**src/rtl/axi_rr_arbiter_if.sv**
```systemverilog
// axi_rr_arbiter_if: request, shared-slave handshake and grant bundle around the round-robin arbiter
interface axi_rr_arbiter_if #(
   parameter int N_MST = 2
);
   localparam int IW = (N_MST > 1) ? $clog2(N_MST) : 1;
   logic [N_MST-1:0] m_arvalid_i;
   logic [N_MST-1:0] m_awvalid_i;
   logic             s_rvalid_i;
   logic             s_rready_i;
   logic             s_bvalid_i;
   logic             s_bready_i;
   logic [N_MST-1:0] gnt_o;
   logic [IW-1:0]    gnt_idx_o;
   logic             gnt_wr_o;
   logic             busy_o;
   logic             timeout_o;
   modport slave (
      input  m_arvalid_i, m_awvalid_i, s_rvalid_i, s_rready_i, s_bvalid_i, s_bready_i,
      output gnt_o, gnt_idx_o, gnt_wr_o, busy_o, timeout_o
   );
   modport master (
      output m_arvalid_i, m_awvalid_i, s_rvalid_i, s_rready_i, s_bvalid_i, s_bready_i,
      input  gnt_o, gnt_idx_o, gnt_wr_o, busy_o, timeout_o
   );
endinterface

```
**src/rtl/axi_rr_arbiter.sv**
```systemverilog
// axi_rr_arbiter: round-robin AXI-Lite master arbiter for one shared slave; define ARB_TIMEOUT_EN for the grant watchdog
module axi_rr_arbiter #(
   parameter int N_MST          = 2,
   parameter int TIMEOUT_CYCLES = 1024
) (
   input  logic           clk_i,
   input  logic           rst_i,
   axi_rr_arbiter_if.slave bus
);
   localparam int IW = (N_MST > 1) ? $clog2(N_MST) : 1;
   typedef enum logic [1:0] {IDLE, GRANT_RD, GRANT_WR} state_t;
   state_t           state_q, state_d;
   logic [N_MST-1:0] req, gnt_q, gnt_d;
   logic [IW-1:0]    idx_q, idx_d, last_q, last_d, sel;
   logic             wr_q, wr_d, busy_q, busy_d, to_q, to_d;
   logic             found, done, expire;

   if (N_MST < 2 || N_MST > 8 || TIMEOUT_CYCLES < 2) begin : g_bad_cfg
      $error("axi_rr_arbiter: unsupported parameter values");
   end

   assign req  = bus.m_arvalid_i | bus.m_awvalid_i;
   assign done = (state_q == GRANT_RD) ? bus.s_rvalid_i & bus.s_rready_i :
                 (state_q == GRANT_WR) ? bus.s_bvalid_i & bus.s_bready_i : 1'b1;

`ifdef ARB_TIMEOUT_EN
   localparam int CW = $clog2(TIMEOUT_CYCLES) + 1;
   logic [CW-1:0] cnt_q;
   // watchdog counts clocks spent holding a grant and restarts with every new grant
   always_ff @(posedge clk_i or negedge rst_i)
      if (!rst_i) cnt_q <= '0;
      else cnt_q <= (state_q == IDLE) ? '0 : cnt_q + 1'b1;
   assign expire = (state_q != IDLE) && (cnt_q == CW'(TIMEOUT_CYCLES - 1));
`else
   assign expire = 1'b0;
`endif

   // first requester found searching circularly from the master after the last one served
   always_comb begin
      int c;
      c = 0;
      sel = last_q;
      found = 1'b0;
      for (int k = 1; k <= N_MST; k++) begin
         c = (int'(last_q) + k) % N_MST;
         if (!found && req[c[IW-1:0]]) begin
            found = 1'b1;
            sel = c[IW-1:0];
         end
      end
   end

   // next state and next values of the registered outputs; reads win when both channels request
   always_comb begin
      state_d = state_q;
      gnt_d = gnt_q;
      idx_d = idx_q;
      wr_d = wr_q;
      busy_d = busy_q;
      last_d = last_q;
      to_d = 1'b0;
      if (state_q == IDLE) begin
         if (found) begin
            state_d = bus.m_arvalid_i[sel] ? GRANT_RD : GRANT_WR;
            gnt_d = N_MST'(1) << sel;
            idx_d = sel;
            wr_d = ~bus.m_arvalid_i[sel];
            busy_d = 1'b1;
         end
      end else if (done || expire) begin
         state_d = IDLE;
         gnt_d = '0;
         idx_d = '0;
         wr_d = 1'b0;
         busy_d = 1'b0;
         last_d = idx_q;
         to_d = expire & ~done;
      end
   end

   // state and output registers; reset makes master 0 the first winner
   always_ff @(posedge clk_i or negedge rst_i)
      if (!rst_i) begin
         state_q <= IDLE;
         gnt_q <= '0;
         idx_q <= '0;
         wr_q <= 1'b0;
         busy_q <= 1'b0;
         to_q <= 1'b0;
         last_q <= IW'(N_MST - 1);
      end else begin
         state_q <= state_d;
         gnt_q <= gnt_d;
         idx_q <= idx_d;
         wr_q <= wr_d;
         busy_q <= busy_d;
         to_q <= to_d;
         last_q <= last_d;
      end

   assign bus.gnt_o     = gnt_q;
   assign bus.gnt_idx_o = idx_q;
   assign bus.gnt_wr_o  = wr_q;
   assign bus.busy_o    = busy_q;
   assign bus.timeout_o = to_q;
endmodule

```
**src/flat_wrapper.sv**
```systemverilog
// flat-port wrapper written by rule: the top's interface ports become plain ports
module axi_rr_arbiter_flat 
#(
   parameter int N_MST          = 2,
   parameter int TIMEOUT_CYCLES = 1024
)
  (clk_i, rst_i, bus_m_arvalid_i, bus_m_awvalid_i, bus_s_rvalid_i, bus_s_rready_i, bus_s_bvalid_i, bus_s_bready_i, bus_gnt_o, bus_gnt_idx_o, bus_gnt_wr_o, bus_busy_o, bus_timeout_o);
  axi_rr_arbiter_if #(.N_MST(N_MST)) bus_i ();
  input  logic clk_i;
  input  logic rst_i;
  input wire logic [$bits(bus_i.m_arvalid_i)-1:0] bus_m_arvalid_i;
  input wire logic [$bits(bus_i.m_awvalid_i)-1:0] bus_m_awvalid_i;
  input wire logic [$bits(bus_i.s_rvalid_i)-1:0] bus_s_rvalid_i;
  input wire logic [$bits(bus_i.s_rready_i)-1:0] bus_s_rready_i;
  input wire logic [$bits(bus_i.s_bvalid_i)-1:0] bus_s_bvalid_i;
  input wire logic [$bits(bus_i.s_bready_i)-1:0] bus_s_bready_i;
  output wire logic [$bits(bus_i.gnt_o)-1:0] bus_gnt_o;
  output wire logic [$bits(bus_i.gnt_idx_o)-1:0] bus_gnt_idx_o;
  output wire logic [$bits(bus_i.gnt_wr_o)-1:0] bus_gnt_wr_o;
  output wire logic [$bits(bus_i.busy_o)-1:0] bus_busy_o;
  output wire logic [$bits(bus_i.timeout_o)-1:0] bus_timeout_o;
  assign bus_i.m_arvalid_i = bus_m_arvalid_i;
  assign bus_i.m_awvalid_i = bus_m_awvalid_i;
  assign bus_i.s_rvalid_i = bus_s_rvalid_i;
  assign bus_i.s_rready_i = bus_s_rready_i;
  assign bus_i.s_bvalid_i = bus_s_bvalid_i;
  assign bus_i.s_bready_i = bus_s_bready_i;
  assign bus_gnt_o = bus_i.gnt_o;
  assign bus_gnt_idx_o = bus_i.gnt_idx_o;
  assign bus_gnt_wr_o = bus_i.gnt_wr_o;
  assign bus_busy_o = bus_i.busy_o;
  assign bus_timeout_o = bus_i.timeout_o;
  axi_rr_arbiter #(.N_MST(N_MST), .TIMEOUT_CYCLES(TIMEOUT_CYCLES)) u_core (.clk_i(clk_i), .rst_i(rst_i), .bus(bus_i));
endmodule
```
**config.mk**
```make
export PLATFORM = sky130hd
export DESIGN_NAME = axi_rr_arbiter_flat
export DESIGN_NICKNAME = d
export VERILOG_FILES = /design/src/rtl/axi_rr_arbiter_if.sv /design/src/rtl/axi_rr_arbiter.sv /design/src/flat_wrapper.sv
export SDC_FILE = /design/constraint.sdc
export NUM_CORES = 1
export LEC_CHECK = 0
export CAP_MARGIN = 20
export CORE_AREA = 2 2 39 41
export DETAILED_ROUTE_END_ITERATION = 10
export DIE_AREA = 0 0 41 43
export SLEW_MARGIN = 20
export SYNTH_ARGS = -nofsm -noshare
export SYNTH_HDL_FRONTEND = slang
export SYNTH_SLANG_ARGS = --single-unit
```
**constraint.sdc**
```tcl
create_clock -name clk_i -period 1.39 [get_ports clk_i]
set_clock_uncertainty 0.1 [all_clocks]
set_input_delay 0.139 -clock clk_i [delete_from_list [all_inputs] [get_ports clk_i]]
set_output_delay 0.139 -clock clk_i [all_outputs]
set_load 0.005 [all_outputs]
```
Word level (Yosys, flattened, before mapping). Cells that the tools add are included.

Word-level logic and storage cells: 51. Register bits after elaboration: 8. Output and inout bits: 6. Input port bits: 10.

Mux-type cells: 25. $lt $le $gt $ge: 3. $add $sub $neg: 2. Shifts and indexed selects: 1. Eq/ne operators: 3. Reduce and logical (&&, ||, !) cells: 6. Bitwise operators: 5.

Operators by type and width (count): $mux W1 (19); $mux W2 (6); $lt A1 B2 Y1 const B (3); $reduce_and A2 Y1 (2); $add A1 B1 Y1 const B (2); $and A1 B1 Y1 (2); $eq A2 B1 Y1 const B (1); $eq A2 B2 Y1 const B (1); $logic_not A2 Y1 (1); $ne A2 B1 Y1 const B (1); $not A1 Y1 (2); $or A2 B2 Y2 (1); $reduce_bool A2 Y1 (1); $shl A1 B1 Y2 const A (1); $logic_and A1 B1 Y1 (1); $logic_not A1 Y1 (1).

Logic depth before layout (Yosys ltp). Gate-level depths: netlist (run 1).

Depth after elaboration: 12. Mapped depth: 4. Gate-level depth less buffers: 4.

Worst setup path before layout (run 1). OpenSTA, ideal clock, no wires.

Path kind: flip-flop to flip-flop. Start: register u_core.state_q[1]. End: register u_core.last_q. Period minus slack after synthesis: 1.167 ns. Cell stages (with the launch flop): 4. Path slack: 0.223 ns. Setup time: 0.082 ns. Required time: 1.208 ns. Arrival: 0.985 ns. Cells stage by stage: dfrtp_1 a31oi_1 nor2_1 mux2_2.

Longest elaborated chain between the ends: 4. Elaborated cells on any way between the ends: 7. Classes of those cells: 2 x eq/ne; 2 x mux; 1 x bitwise; 2 x reduce/logical.

RTL lines: start: declaration (RTL line axi_rr_arbiter.sv:12) `state_t state_q, state_d;`; start signal: assignment (RTL line axi_rr_arbiter.sv:92) `state_q <= state_d;`; $eq A2 B2 Y1 (RTL line axi_rr_arbiter.sv:24) `(state_q == GRANT_WR) ? bus.s_bvalid_i & bus.s_bready_i : 1'b1;`; $mux W1 (RTL line axi_rr_arbiter.sv:24); $mux W1 (RTL line axi_rr_arbiter.sv:23) `assign done = (state_q == GRANT_RD) ? bus.s_rvalid_i & bus.s_rready_i :`; $reduce_and A2 Y1 (no source line) *; end signal: assignment (RTL line axi_rr_arbiter.sv:90) `last_q <= IW'(N_MST - 1);`; end signal: assignment (RTL line axi_rr_arbiter.sv:98) `last_q <= last_d;`; end: declaration (RTL line axi_rr_arbiter.sv:14) `logic [IW-1:0] idx_q, idx_d, last_q, last_d, sel;`.

Mark *: on every way between the ends. The rest lies on a longest branch, timed or not. A chain may end at the register's enable or synchronous reset.

Worst setup path after layout (run 1).
Start: input port bus_m_arvalid_i[1]. End: register u_core.state_q[0].

Longest elaborated chain between the ends: 12. Elaborated cells on any way between the ends: 18. Classes of those cells: 1 x eq/ne; 13 x mux; 1 x bitwise; 3 x reduce/logical.

RTL lines: start: declaration (RTL line flat_wrapper.sv:11) `input wire logic [$bits(bus_i.m_arvalid_i)-1:0] bus_m_arvalid_i;`; $or A2 B2 Y2 (RTL line axi_rr_arbiter.sv:22) `assign req = bus.m_arvalid_i | bus.m_awvalid_i;`; $mux W1 (not written as such) (2 in a row) (RTL line axi_rr_arbiter.sv:46) `if (!found && req[c[IW-1:0]]) begin`; $mux W1 (RTL line axi_rr_arbiter.sv:46); $logic_not A1 Y1 (RTL line axi_rr_arbiter.sv:46); $logic_and A1 B1 Y1 (RTL line axi_rr_arbiter.sv:46); $mux W1 (RTL line axi_rr_arbiter.sv:46); $mux W1 (not written as such) (2 in a row) (RTL line axi_rr_arbiter.sv:64) `state_d = bus.m_arvalid_i[sel] ? GRANT_RD : GRANT_WR;`; $mux W2 (RTL line axi_rr_arbiter.sv:64); $mux W2 (RTL line axi_rr_arbiter.sv:63) `if (found) begin`; $mux W2 (RTL line axi_rr_arbiter.sv:62) `if (state_q == IDLE) begin`.

Parallel ways exist; a longest one is shown, timed or not. The select of a mux whose other input is x is not followed.

==> results of run 1 <==
stage by stage:
stage                     hold slack, ns  setup TNS [ns]
after CTS                         0.0354               0
final                             0.0378               0
after global routing              0.0349               0
after global placement             0.300          -0.727
after detailed placement           0.297          -0.762
after floorplan                   -0.257               0
power by group:
part           total, mW  switching (mW)  internal, mW  leakage, nW
registers          0.337          0.0667         0.271       0.0706
logic              0.554           0.218         0.336        0.195
clock network      0.169          0.0608         0.109       0.0150
total               1.06           0.345         0.715        0.281
routing by layer:
metal,share of wire,track usage,vias to the layer above
li1,-,-,159
met1,0.45,0.143,144
met2,0.46,0.163,11
met3,0.092,0.0628,0
met4,0,0.0400,0
met5,0,0,-
worst max path at each step:
stage / slack (ns) / from / end / cells past startpoint
floorplan: 0.22 / u_core.state_q[1] / u_core.last_q / 3
global placement: -0.18 / bus_m_awvalid_i[1] / u_core.state_q[0] / 4
detailed placement: -0.20 / bus_m_awvalid_i[1] / u_core.state_q[0] / 4
CTS: 0.02 / u_core.state_q[1] / bus_gnt_wr_o / 1
global route: 0.008 / bus_m_arvalid_i[1] / u_core.state_q[0] / 4
finish: 0.05 / bus_m_arvalid_i[1] / u_core.state_q[0] / 4
layout make-up:
class	instances	share of cell area
Timing Repair Buffer	21	0.362
Tap cell	16	0.0357
Sequential cell	6	0.270
Multi-Input combinational cell	22	0.272
Clock buffer	4	0.0469
Inverter	2	0.0134
registers in the layout (all words and copies together), names as in the netlist:
name and cells:
u_core.bus.busy_o 1, u_core.bus.gnt_idx_o 1, u_core.last_q 1, u_core.state_q 2, u_core.bus.gnt_o 1
cell usage in the layout (no fill, tap or decap):
master and count:
clkbuf_1 1, mux2_2 1, dfrtp_1 5, inv_1 1, nor2_2 1, conb_1 1, nor2_1 1, clkbuf_4 3
a21oi_1 2, o22ai_1 1, o21ai_0 3, nand2b_1 1, a31oi_1 2, nand2_1 4, o2bb2ai_1 1, nand3b_1 1
buf_4 7, clkdlybuf4s50_1 10, o31a_2 1, dfstp_2 1, dlymetal6s2s_1 4, inv_2 1, o41ai_4 1, a22o_1 1
kinds of logic after synthesis:
kind of cell / share of synthesized area
buffers and inverters: 0.0695
DFF: 0.467
and+or+nand+nor: 0.112
other: 0.0116
muxes: 0.0347
AOI/OAI and AO/OA: 0.305
worst register-to-register path: stages (launching register included):
cell and delay [ns]:
dfrtp_1 0.37, buf_4 0.13, a31oi_1 0.10, nor2_2 0.17
mux2_2 0.35
repair_timing:
action,CTS,global route
hold endpoints to repair,0,0
pin swaps,0,1
gates resized for setup,0,5
setup buffers,2,0
setup endpoints to repair,1,5
==> flow_summary.toml, run 1 <==
[global_route]
grtUsageTotal = 0.115
grt_pass1_vias = 334
antenna_found_initial = 0
grt_pass1_wl_mm = 1.32
grt_max_degree = 7
overflow = 0

[worst_setup_path]
critPathMaxStageDelay_ns = 0.49
crit_buf_inv = 2
end_kind = "register"
reg2regPathDepth = 4
cp-start-kind = "input port"
worst_r2r_endpoint = "u_core.last_q"
critPathSlowestCell = "o41ai_4"
r2r_start = "u_core.state_q[1]"
crit_required_ns = 1.42
worstPathArrival_ns = 1.37
r2r_setup_slack_ns = 0.10
critPathKind = "input port to register"
path_cells = "clkdlybuf4s50_1, o41ai_4, inv_2, a22o_1"
cp_top_family = "compound AO/OA/AOI/OAI gates"
worstPathMaxFanout = 6

[yosys]
yosys.area.top_type_share = 0.386
ys_types = 19
synth_edf_count = 0
syn-num-nets = 42
synth_common_cells = "dfrtp_1 (5), nand2_1 (4), o21ai_0 (3)"
ys_seq_area_frac = 0.467
syn_area_um2 = 324
ys_seq_elements = 6
netlist_instances = 32
avgSynthCellArea_um2 = 10.1
synth_area_leaders = "dfrtp_1 (39%), o41ai_4 (8.5%), dfstp_2 (8.1%), o21ai_0 (4.6%), buf_4 (4.6%)"
ys.flop_type = "dfrtp_1"
ys_warn_count = 0
synth_area_leader_cell = "dfrtp_1"
synth_most_common_cell = "dfrtp_1"
async_flop_share = 1.00

[timing]
finalCritPeriodShare = 0.963
layout_setup_ws_ns = 0.0510
grt_setup_unrepaired = "false"
setup_viol = 0
fmax_mhz = 747
min_period_ns = 1.34
hold_viol_final = 0
finalMaxSlewViolations = 0

[power]
finalPower_mw = 1.06
p_leak_nw = 0.281
pwr_density_cell_mw_per_mm2 = 1890
vdd_drop_max_mv = 1.04

[placement]
hpwl_um = 592
placed_cell_area_um2 = 507
placed_cells = 65
gp_congestion = 0.777
numPortBuffers = 14
post-place-ws_ns = -0.197

[clock_tree]
hold_buffers = 0
clock_sinks = 6
cts_tree = "built"
ctsHtreeMaxLevel = 1
numCtsBuffers = 3
path_clk_slew_ns = 0.04
clock_latency_ns = 0.24
clock_path_buffers = 2
cts-root-buf = "clkbuf_4"

[floorplan]
die_w_um = 41
initial_core_util = 0.234
io_pins = 16
rows = 14
fp.dieArea_mm2 = 0.00176
die_y_um = 43
core_region_area_mm2 = 0.00138

[cells_and_area]
nets = 66
seq_area_um2 = 151
fill_cells = 134
area_growth_pct = 73.0
fin_cells = 71
drive_above_1_share = 0.291
num_antenna_cells = 0
multi_input_area_um2 = 153
fin_area_um2 = 561
final_core_util = 0.405

[status]
status = "finished clean"

[detailed_routing]
via_count = 314
wl_per_cell_um = 10.7
avgViaCountPerCell = 4.42
drc = 0
drtAntennaViolNets = 0
drt_iter0_drc = 3
wl_um = 758
first_pass_iters = 2

[job]
cap_violations = 0

[hold_path]
hold_class = "input port to async pin"
No activity file was read; power rests on OpenSTA's default activity.
==> run 2: changes to the inputs <==
--- a/config.mk
+++ b/config.mk
@@ -6,9 +6,9 @@
 export NUM_CORES = 1
 export LEC_CHECK = 0
 export CAP_MARGIN = 20
-export CORE_AREA = 2 2 39 41
+export CORE_AREA = 10 10 47 49
 export DETAILED_ROUTE_END_ITERATION = 10
-export DIE_AREA = 0 0 41 43
+export DIE_AREA = 0 0 57 59
 export SLEW_MARGIN = 20
 export SYNTH_ARGS = -nofsm -noshare
 export SYNTH_HDL_FRONTEND = slang
==> run 2 against run 1 <==
- setup slack gained 0.022 ns
- global-route usage shrank 6.0 points
- clock power grew 5%
- sequential share of layout area shrank 0.59 points
- largest power group unchanged
==> flow_summary.toml, run 2 (synthesis results as in run 1) <==
[status]
status = "finished clean"

[detailed_routing]
avgViaCountPerCell = 4.42
wl_per_cell_um = 11.9
via_count = 323
wl_um = 866
drtAntennaViolNets = 0
drc = 0
first_pass_iters = 4
drt_iter0_drc = 8

[timing]
grt_setup_unrepaired = "false"
layout_setup_ws_ns = 0.0725
finalCritPeriodShare = 0.948
fmax_mhz = 759
finalMaxSlewViolations = 0
hold_ws_ns = 0.0304
setup_viol = 0
hold_viol_final = 0
min_period_ns = 1.32

[cells_and_area]
area_growth_pct = 76.8
final_common_cell = "clkdlybuf4s50_1"
num_antenna_cells = 0
largest_register_ff_count = 2
fin_area_um2 = 573
largest-register = "u_core.state_q"
fill_cells = 134
drive_above_1_share = 0.298
nets = 68
final_cell_mix = "clkdlybuf4s50_1 (10), buf_4 (9), dfrtp_1 (5), nand2_1 (4), dlymetal6s2s_1 (4)"
final_core_util = 0.409

[placement]
post-place-ws_ns = -0.207
hpwl_um = 687
numPortBuffers = 14
gp_congestion = 0.726
placed_cell_area_um2 = 522

[worst_setup_path]
r2r_setup_slack_ns = 0.11
r2r_start = "u_core.state_q[1]"
path_cells = "clkdlybuf4s50_1"
endpoint = "bus_gnt_o[0]"
critPathSlowestCell = "clkdlybuf4s50_1"
critPathMaxStageDelay_ns = 0.50
end_kind = "output pin"
cp-start-kind = "register"
reg2regPathDepth = 5
startpoint = "u_core.bus.gnt_o[0]"
worstPathArrival_ns = 1.08
crit_buf_inv = 1
crit_required_ns = 1.15
worstPathMaxFanout = 2
critPathKind = "register to output pin"
worst-path-stages = 1
cp_top_family = "buffers and inverters"
worst_r2r_endpoint = "u_core.bus.gnt_o[0]"

[hold_path]
hold_class = "input port to async pin"

[floorplan]
io_pins = 16
rows = 14
die_y_um = 59
initial_core_util = 0.231
fp.dieArea_mm2 = 0.00336
die_w_um = 57
core_region_area_mm2 = 0.00140

[global_route]
antenna_found_initial = 0
grt_pass1_vias = 305
grt_pass1_wl_mm = 1.41
met3_usage = 0.0515
use_met2 = 0.0806
overflow = 0
busiest_layer = "met2"
grt_max_degree = 7
grtUsageTotal = 0.0543
grt_use_met1 = 0.0556

[clock_tree]
ctsHtreeMaxLevel = 1
path_clk_slew_ns = 0.06
clock_path_buffers = 2
clock_sinks = 6
cts-root-buf = "clkbuf_4"
numCtsBuffers = 3
cts_tree = "built"
clock_latency_ns = 0.25

[power]
switching_share = 0.323
p_leak_nw = 0.291
pwr_density_cell_mw_per_mm2 = 1880
p_switching_uw = 348
vdd_drop_max_mv = 0.797
power_frac_comb = 0.532
seq_power_share = 0.304
clockPowerShare = 0.164
p_int_uw = 730

[job]
cap_violations = 0
-- run 2: cell types whose count changed in the layout (fill, tap and decap cells not counted), sizes merged --
cell,before,now
buf,7,9
-- run 2: through the flow --
| step | TNS [ns] | total power [mW] | cells |
|---|---|---|---|
| CTS | 0 | 1.11 | 73 |
| floorplan | 0 | 0.613 | 32 |
| detailed placement | -0.738 | 0.879 | 67 |
| finish | 0 | 1.08 | 73 |
| global placement | -0.722 | 0.882 | 67 |
| global route | 0 | 1.17 | 73 |
-- run 2: layer usage --
layer	vias up	wire length (um)
met1	146	394
met3	0	93
met2	11	378
met5	-	0
li1	166	-
met4	0	0
-- run 2: cell type report --
type	count	area, um2	share of cell area
Inverter	2	7.51	0.0131
Sequential cell	6	151	0.264
Tap cell	16	20.0	0.0349
Timing Repair Buffer	23	218	0.380
Clock buffer	4	26.3	0.0459
Multi-Input combinational cell	22	150	0.262
-- run 2: worst min path at each step --
stage / slack, ns / start / endpoint
detailed placement: 0.30 / rst_i / u_core.state_q[0]
global route: 0.05 / rst_i / u_core.bus.gnt_idx_o
floorplan: -0.26 / rst_i / u_core.bus.busy_o
finish: 0.03 / rst_i / u_core.bus.gnt_idx_o
CTS: 0.03 / rst_i / u_core.state_q[0]
global placement: 0.30 / rst_i / u_core.state_q[0]
-- run 2: timing repair --
action,in CTS,in global routing
buffers inserted,2,0
hold buffers,0,0
setup endpoints to repair,3,4
resized for setup,0,4
pin swaps,0,1
-- run 2: power by group through the flow --
| stage | sequential (mW) | combinational (mW) | clock [mW] |
|---|---|---|---|
| 6_report | 0.327 | 0.574 | 0.177 |
| 5_1_grt | 0.341 | 0.631 | 0.196 |
| 3_3_place_gp | 0.348 | 0.534 | 0 |
| 4_1_cts | 0.329 | 0.592 | 0.185 |
| 2_1_floorplan | 0.335 | 0.278 | 0 |
| 3_5_place_dp | 0.347 | 0.533 | 0 |
